--- src/rtl/mem_bus_arbiter_pkg.sv ---
// -----------------------------------------------------------------------------
// mem_bus_arbiter_pkg
//   Shared definitions for the unified-memory bus arbiter: default bus widths
//   (address, data, byte-select) and the 2-bit FSM state encodings.
//   States are plain localparam constants so that older code that compares
//   raw 2-bit state values keeps working.
// -----------------------------------------------------------------------------
package mem_bus_arbiter_pkg;

    // Default widths of the core's memory-side buses.
    localparam int ARB_ADDR_WIDTH = 32;
    localparam int ARB_DATA_WIDTH = 32;
    localparam int ARB_SEL_WIDTH  = ARB_DATA_WIDTH / 8;

    // Width of the optional performance counters.
    localparam int PERF_CNT_WIDTH = 32;

    // Arbiter FSM encodings.
    localparam logic [1:0] ARB_IDLE   = 2'd0;  // accept new requests, issue first
    localparam logic [1:0] ARB_D_WAIT = 2'd1;  // dbus data returning, ibus may issue
    localparam logic [1:0] ARB_I_WAIT = 2'd2;  // ibus data returning
    localparam logic [1:0] ARB_DONE   = 2'd3;  // release stall, core advances

endpackage

--- src/rtl/mem_bus_arbiter_perf.sv ---
// -----------------------------------------------------------------------------
// mem_bus_arbiter_perf
//   Pair of free-running event counters for the arbiter. Only instantiated
//   when MEM_BUS_ARBITER_PERF_EN is defined.
//
// Ports:
//   clk               system clock
//   rst               synchronous active-high reset, clears both counters
//   stall             arbiter is holding the core this cycle
//   conflict          both buses requested in the same IDLE cycle
//   perf_stall_cnt    number of stalled cycles (wraps modulo 2^32)
//   perf_conflict_cnt number of conflicting IDLE cycles (wraps modulo 2^32)
// -----------------------------------------------------------------------------
module mem_bus_arbiter_perf
    import mem_bus_arbiter_pkg::*;
(
    input  logic                      clk,
    input  logic                      rst,
    input  logic                      stall,
    input  logic                      conflict,
    output logic [PERF_CNT_WIDTH-1:0] perf_stall_cnt,
    output logic [PERF_CNT_WIDTH-1:0] perf_conflict_cnt
);

    always_ff @(posedge clk) begin
        if (rst) begin
            perf_stall_cnt    <= '0;
            perf_conflict_cnt <= '0;
        end else begin
            if (stall) begin
                perf_stall_cnt <= perf_stall_cnt + 1'b1;
            end
            if (conflict) begin
                perf_conflict_cnt <= perf_conflict_cnt + 1'b1;
            end
        end
    end

endmodule

--- src/rtl/mem_bus_arbiter.sv ---
// -----------------------------------------------------------------------------
// mem_bus_arbiter
//   Shares one single-ported, synchronous-read memory between the core's
//   instruction port (ibus) and data port (dbus). Simultaneous requests are
//   serialized with dbus first (it belongs to the older instruction); the
//   ibus access is issued in the same transaction, in the cycle the dbus data
//   returns, so ibus is never starved. The core is stalled until every
//   enabled request has completed, and read data is returned from holding
//   registers that stay stable while the core advances.
//
//   Optional feature: define MEM_BUS_ARBITER_PERF_EN to add the
//   perf_stall_cnt / perf_conflict_cnt outputs and their counters.
//
// Ports:
//   clk, rst                       clock, synchronous active-high reset
//   ibus_en/_write_en/_addr/_write_data   instruction-port request
//   ibus_read_data                 held instruction read data
//   dbus_en/_write_en/_addr/_write_data   data-port request
//   dbus_read_data                 held data read data
//   mem_en/_write_en/_addr/_write_data    memory request (combinational)
//   mem_read_data                  memory read data, valid the cycle after issue
//   stall                          hold request to the core
//   perf_stall_cnt, perf_conflict_cnt     (MEM_BUS_ARBITER_PERF_EN only)
// -----------------------------------------------------------------------------
module mem_bus_arbiter
    import mem_bus_arbiter_pkg::*;
#(
    parameter int ADDR_WIDTH = ARB_ADDR_WIDTH,
    parameter int DATA_WIDTH = ARB_DATA_WIDTH,
    parameter int SEL_WIDTH  = ARB_SEL_WIDTH
) (
    input  logic                  clk,
    input  logic                  rst,

    input  logic                  ibus_en,
    input  logic [SEL_WIDTH-1:0]  ibus_write_en,
    input  logic [ADDR_WIDTH-1:0] ibus_addr,
    input  logic [DATA_WIDTH-1:0] ibus_write_data,
    output logic [DATA_WIDTH-1:0] ibus_read_data,

    input  logic                  dbus_en,
    input  logic [SEL_WIDTH-1:0]  dbus_write_en,
    input  logic [ADDR_WIDTH-1:0] dbus_addr,
    input  logic [DATA_WIDTH-1:0] dbus_write_data,
    output logic [DATA_WIDTH-1:0] dbus_read_data,

    output logic                  mem_en,
    output logic [SEL_WIDTH-1:0]  mem_write_en,
    output logic [ADDR_WIDTH-1:0] mem_addr,
    output logic [DATA_WIDTH-1:0] mem_write_data,
    input  logic [DATA_WIDTH-1:0] mem_read_data,

    output logic                  stall
`ifdef MEM_BUS_ARBITER_PERF_EN
    ,
    output logic [PERF_CNT_WIDTH-1:0] perf_stall_cnt,
    output logic [PERF_CNT_WIDTH-1:0] perf_conflict_cnt
`endif
);

    logic [1:0] state;
    logic [1:0] state_next;
    logic       issue_d;     // dbus request goes to memory this cycle
    logic       issue_i;     // ibus request goes to memory this cycle
    logic       stall_raw;   // stall before reset gating

    // -------------------------------------------------------------------------
    // Next-state, issue and stall decode
    // -------------------------------------------------------------------------
    always_comb begin
        // NOTE: every output of this block gets a default first, so no path
        // leaves a signal unassigned and no latch is inferred.
        state_next = state;
        issue_d    = 1'b0;
        issue_i    = 1'b0;
        stall_raw  = 1'b0;

        case (state)
            ARB_IDLE: begin
                stall_raw = ibus_en | dbus_en;
                if (dbus_en) begin
                    issue_d    = 1'b1;
                    state_next = ARB_D_WAIT;
                end else if (ibus_en) begin
                    issue_i    = 1'b1;
                    state_next = ARB_I_WAIT;
                end
            end
            ARB_D_WAIT: begin
                // The memory port is free again while dbus data returns, so
                // a pending fetch is issued back-to-back.
                stall_raw = 1'b1;
                if (ibus_en) begin
                    issue_i    = 1'b1;
                    state_next = ARB_I_WAIT;
                end else begin
                    state_next = ARB_DONE;
                end
            end
            ARB_I_WAIT: begin
                stall_raw  = 1'b1;
                state_next = ARB_DONE;
            end
            ARB_DONE: begin
                state_next = ARB_IDLE;
            end
            default: begin
                state_next = ARB_IDLE;
            end
        endcase
    end

    // Reset must silence the core interface immediately, not one edge later.
    assign mem_en = ~rst & (issue_d | issue_i);
    assign stall  = ~rst & stall_raw;

    // -------------------------------------------------------------------------
    // Memory request mux: all request fields are zero while no access is made
    // -------------------------------------------------------------------------
    always_comb begin
        mem_write_en   = '0;
        mem_addr       = '0;
        mem_write_data = '0;
        if (mem_en) begin
            if (issue_d) begin
                mem_write_en   = dbus_write_en;
                mem_addr       = dbus_addr;
                mem_write_data = dbus_write_data;
            end else begin
                mem_write_en   = ibus_write_en;
                mem_addr       = ibus_addr;
                mem_write_data = ibus_write_data;
            end
        end
    end

    // -------------------------------------------------------------------------
    // State and read-data holding registers
    // -------------------------------------------------------------------------
    // NOTE: sequential state is written with non-blocking assignments so every
    // register samples the pre-edge values regardless of statement order.
    always_ff @(posedge clk) begin
        if (rst) begin
            // NOTE: the holding registers are individual flops visible to the
            // core, so they are reset; an interrupted transaction is dropped.
            state          <= ARB_IDLE;
            ibus_read_data <= '0;
            dbus_read_data <= '0;
        end else begin
            state <= state_next;
            // Capture only reads; a write leaves the previous value in place.
            if (state == ARB_D_WAIT && dbus_write_en == '0) begin
                dbus_read_data <= mem_read_data;
            end
            if (state == ARB_I_WAIT && ibus_write_en == '0) begin
                ibus_read_data <= mem_read_data;
            end
        end
    end

`ifdef MEM_BUS_ARBITER_PERF_EN
    logic conflict;
    assign conflict = ~rst & (state == ARB_IDLE) & ibus_en & dbus_en;

    mem_bus_arbiter_perf u_perf (
        .clk               (clk),
        .rst               (rst),
        .stall             (stall),
        .conflict          (conflict),
        .perf_stall_cnt    (perf_stall_cnt),
        .perf_conflict_cnt (perf_conflict_cnt)
    );
`endif

endmodule

--- config.mk ---
export PLATFORM = sky130hd
export DESIGN_NAME = mem_bus_arbiter
export DESIGN_NICKNAME = d
export VERILOG_FILES = /design/src/rtl/mem_bus_arbiter_pkg.sv /design/src/rtl/mem_bus_arbiter_perf.sv /design/src/rtl/mem_bus_arbiter.sv
export SDC_FILE = /design/constraint.sdc
export NUM_CORES = 1
export LEC_CHECK = 0
export CORE_ASPECT_RATIO = 2
export CORE_MARGIN = 10
export CORE_UTILIZATION = 30
export DETAILED_ROUTE_END_ITERATION = 16
export GPL_TIMING_DRIVEN = 1
export PLACE_DENSITY_LB_ADDON = 0.3
export REMOVE_ABC_BUFFERS = 1
export SYNTH_ARGS = -nofsm -noshare
export SYNTH_HDL_FRONTEND = slang
export SYNTH_SLANG_ARGS = --single-unit
--- constraint.sdc ---
create_clock -name clk -period 2.1 [get_ports clk]
set_input_delay 0.63 -clock clk [delete_from_list [all_inputs] [get_ports clk]]
set_output_delay 0.63 -clock clk [all_outputs]
set_load 0.02 [all_outputs]
==> impl_metrics.json <==
{
  "tritoncts_num_sinks": 66,
  "clock-skew-final_ns": 0.00790,
  "crit_path_start_kind": "flip-flop",
  "cts_buffer_depth": 2,
  "cp_max_fanout": 9,
  "rsz0062_at_grt": "true",
  "via_count_of_the_first_global_routing_pass": 5379,
  "run_status": "finished with violations",
  "max_slew.worst_pin.slew_ns": 0.478,
  "grt_first_pass_wirelength_um": 30000,
  "timing.reg2reg.setup_slack_ns": 0.53,
  "worstRegToRegCells": 7,
  "whs_path_depth": 2,
  "post_route_cells_drive_above_1_share": 0.276,
  "worst-setup-path-type": "flip-flop to output pin",
  "crit_required_ns": 1.47,
  "min_delay_worst_endpoint": "dbus_read_data[14]",
  "drc_errors": 0,
  "hold_path.class": "flip-flop to flip-flop",
  "antenna_found_initial": 2,
  "regToRegEndpoint": "ibus_read_data[16]",
  "slew_headroom": 0.681,
  "setup-tns-final_ns": -22.80,
  "design.die.area_mm2": 0.0181,
  "yosysWarnings": 0,
  "io_buffers": 305,
  "min_setup_slack_post_route_ns": -0.395,
  "power_density_mw_per_mm2": 570,
  "drv_slew": 0,
  "cap_viol_max_count": 0,
  "violations": "negative setup slack",
  "clk_transition_reported_paths_ns": 0.05,
  "rr_startpoint": "state[0]",
  "setup.worst_path.start": "state[0]",
  "end_kind": "output pin",
  "clock_tree_from_tritoncts": "yes",
  "place.gp.congestion": 0.817,
  "drt_first_pass_iters": 4,
  "clock.fmax_mhz": 401,
  "initialDrtViolationCount": 145,
  "clock_latency_ns": 0.33,
  "drtAntennaViolNets": 0,
  "finalSetupViolations": 70,
  "maximum_number_of_pins_on_one_net_before_global_route_repair": 100,
  "cp_data_arrival_time_ns": 1.87,
  "layout.cells.most_common": "clkdlybuf4s50_1",
  "yosys_reg_bits": 66,
  "synth_cell_type_count": 23,
  "layout_common_cells": "232 x clkdlybuf4s50_1, 118 x nand2_1, 97 x nand2b_1",
  "synth_cells": 502,
  "critPathSlowestCell": "dfxtp_2",
  "postSynthAreaPerCell_um2": 7.70,
  "report.final.hold_viol_count": 0,
  "core.rowCount": 58,
  "critical_path.max_stage_delay_ns": 0.35,
  "nets": 1003,
  "die_x_um": 100,
  "track_usage": 0.208,
  "detailedPlacementHpwl_um": 14700,
  "power.static_leakage_nw": 3.49,
  "crit_path_cell_trace": "buf_6 > ha_4 > o21ai_4 > a21o_4 > buf_12 > buf_12 > a21oi_2 > buf_6",
  "clock-root-buffer": "clkbuf_16",
  "layout-area-overhead-vs-synth_pct": 119,
  "start_util": 0.306,
  "cts-hold-fix-buffers": 0,
  "chipHeight_um": 180,
  "syn_area_mm2": 0.00386,
  "routed_wire_length_per_instance_um": 21.0,
  "totalPowerFinal_mw": 4.82,
  "cts_max_level": 3,
  "yosysSeqAreaShare": 0.342,
  "vdd.ir_drop.worst_mv": 0.569,
  "core-area_mm2": 0.0126,
  "finalCriticalPeriod_ns": 2.50,
  "vias": 4847,
  "design.portCount": 306,
  "vias_per_cell": 4.93,
  "numCtsBuffers": 9,
  "grt.overflow.total": 0,
  "post_route_fraction_of_the_period_consumed_by_the_critical_path": 1.19,
  "hold_path_startpoint": "dbus_read_data[14]",
  "wl_um": 20600
}
==> logic make-up after synthesis <==
kind of cell | after synthesis | synth area share
fa+ha+maj | 4 | 0.0130
buf+inv | 48 | 0.0641
mux | 65 | 0.168
simple gates | 244 | 0.303
flops | 66 | 0.342
compound gates | 75 | 0.109
==> flip-flops by register name (all words and copies together) (netlist names) <==
| name | cells |
|---|---|
| state | 2 |
| dbus_read_data | 32 |
| ibus_read_data | 32 |
==> area by class of cell <==
| class | count | area, um^2 |
|---|---|---|
| clock inverter | 2 | 35.0 |
| timing repair buffer | 356 | 3800 |
| multi-input combinational | 388 | 2820 |
| tap | 150 | 188 |
| sequential | 66 | 1320 |
| fill | 1021 | 4170 |
| clock buffer | 14 | 264 |
| antenna | 1 | 2.50 |
| inverter | 6 | 22.5 |
==> worst max-delay path, delay by kind of cell (launching register included) <==
kind                       cells  cell delay, ns
buffers and inverters          4            0.55
AOI/OAI and AO/OA              3            0.48
DFF                            1            0.35
adders and majority gates      1            0.14
==> metrics by stage <==
| step | instance area (um^2) | instances | worst slack (ns) | hold slack (ns) | util |
|---|---|---|---|---|---|
| 2_1_floorplan | 3640 | 460 | -1.53 | 0.545 | - |
| 3_3_place_gp | 7150 | 942 | -0.965 | 0.458 | 0.566 |
| 3_5_place_dp | 7150 | 942 | -1.08 | 0.468 | 0.566 |
| 4_1_cts | 8020 | 978 | -0.422 | 0.477 | 0.635 |
| 5_1_grt | 8460 | 983 | -0.451 | 0.502 | 0.670 |
| 6_report | 8460 | 983 | -0.395 | 0.471 | 0.670 |
==> layer usage <==
metal,vias up,track usage,part of all wire
li1,2280,-,-
met1,2250,0.199,0.34
met2,276,0.366,0.51
met3,39,0.103,0.12
met4,2,0.0773,0.029
met5,-,0,0.00039
==> power breakdown <==
part / internal, mW / total, mW / switching (mW)
registers: 1.27 / 1.28 / 0.0100
clock network: 0.982 / 1.50 / 0.514
logic: 1.07 / 2.04 / 0.971
total: 3.32 / 4.82 / 1.49
==> worst max-delay path by stage <==
stage | to | slack, ns
4_1_cts | mem_addr[23] | -0.42
2_1_floorplan | mem_en | -1.53
3_3_place_gp | mem_addr[29] | -0.96
6_report | mem_addr[18] | -0.40
5_1_grt | mem_addr[17] | -0.45
3_5_place_dp | mem_addr[1] | -1.08
==> cells in the mapped netlist, drive strengths merged <==
cell type  number  area share
o211ai          1      0.0019
nand2b         97        0.16
a21oi          69       0.098
nand3           2      0.0026
nand2         137        0.13
o21ai           2      0.0026
buf            25       0.042
ha              4       0.013
o221a           1      0.0029
nor2            5      0.0049
mux2i          65        0.17
clkbuf         17       0.017
and3            2      0.0032
a21o            1      0.0019
inv             6      0.0058
dfxtp          66        0.34
and2            1      0.0016
a211oi          1      0.0019
==> timing repair <==
item                                    4_1_cts  5_1_grt
resized for setup                           391       93
endpoints found under the setup margin       70       70
setup buffers                                16        2
cloned                                        5        4
pin swaps                                     8       23
(Power assumes the default switching activity.)
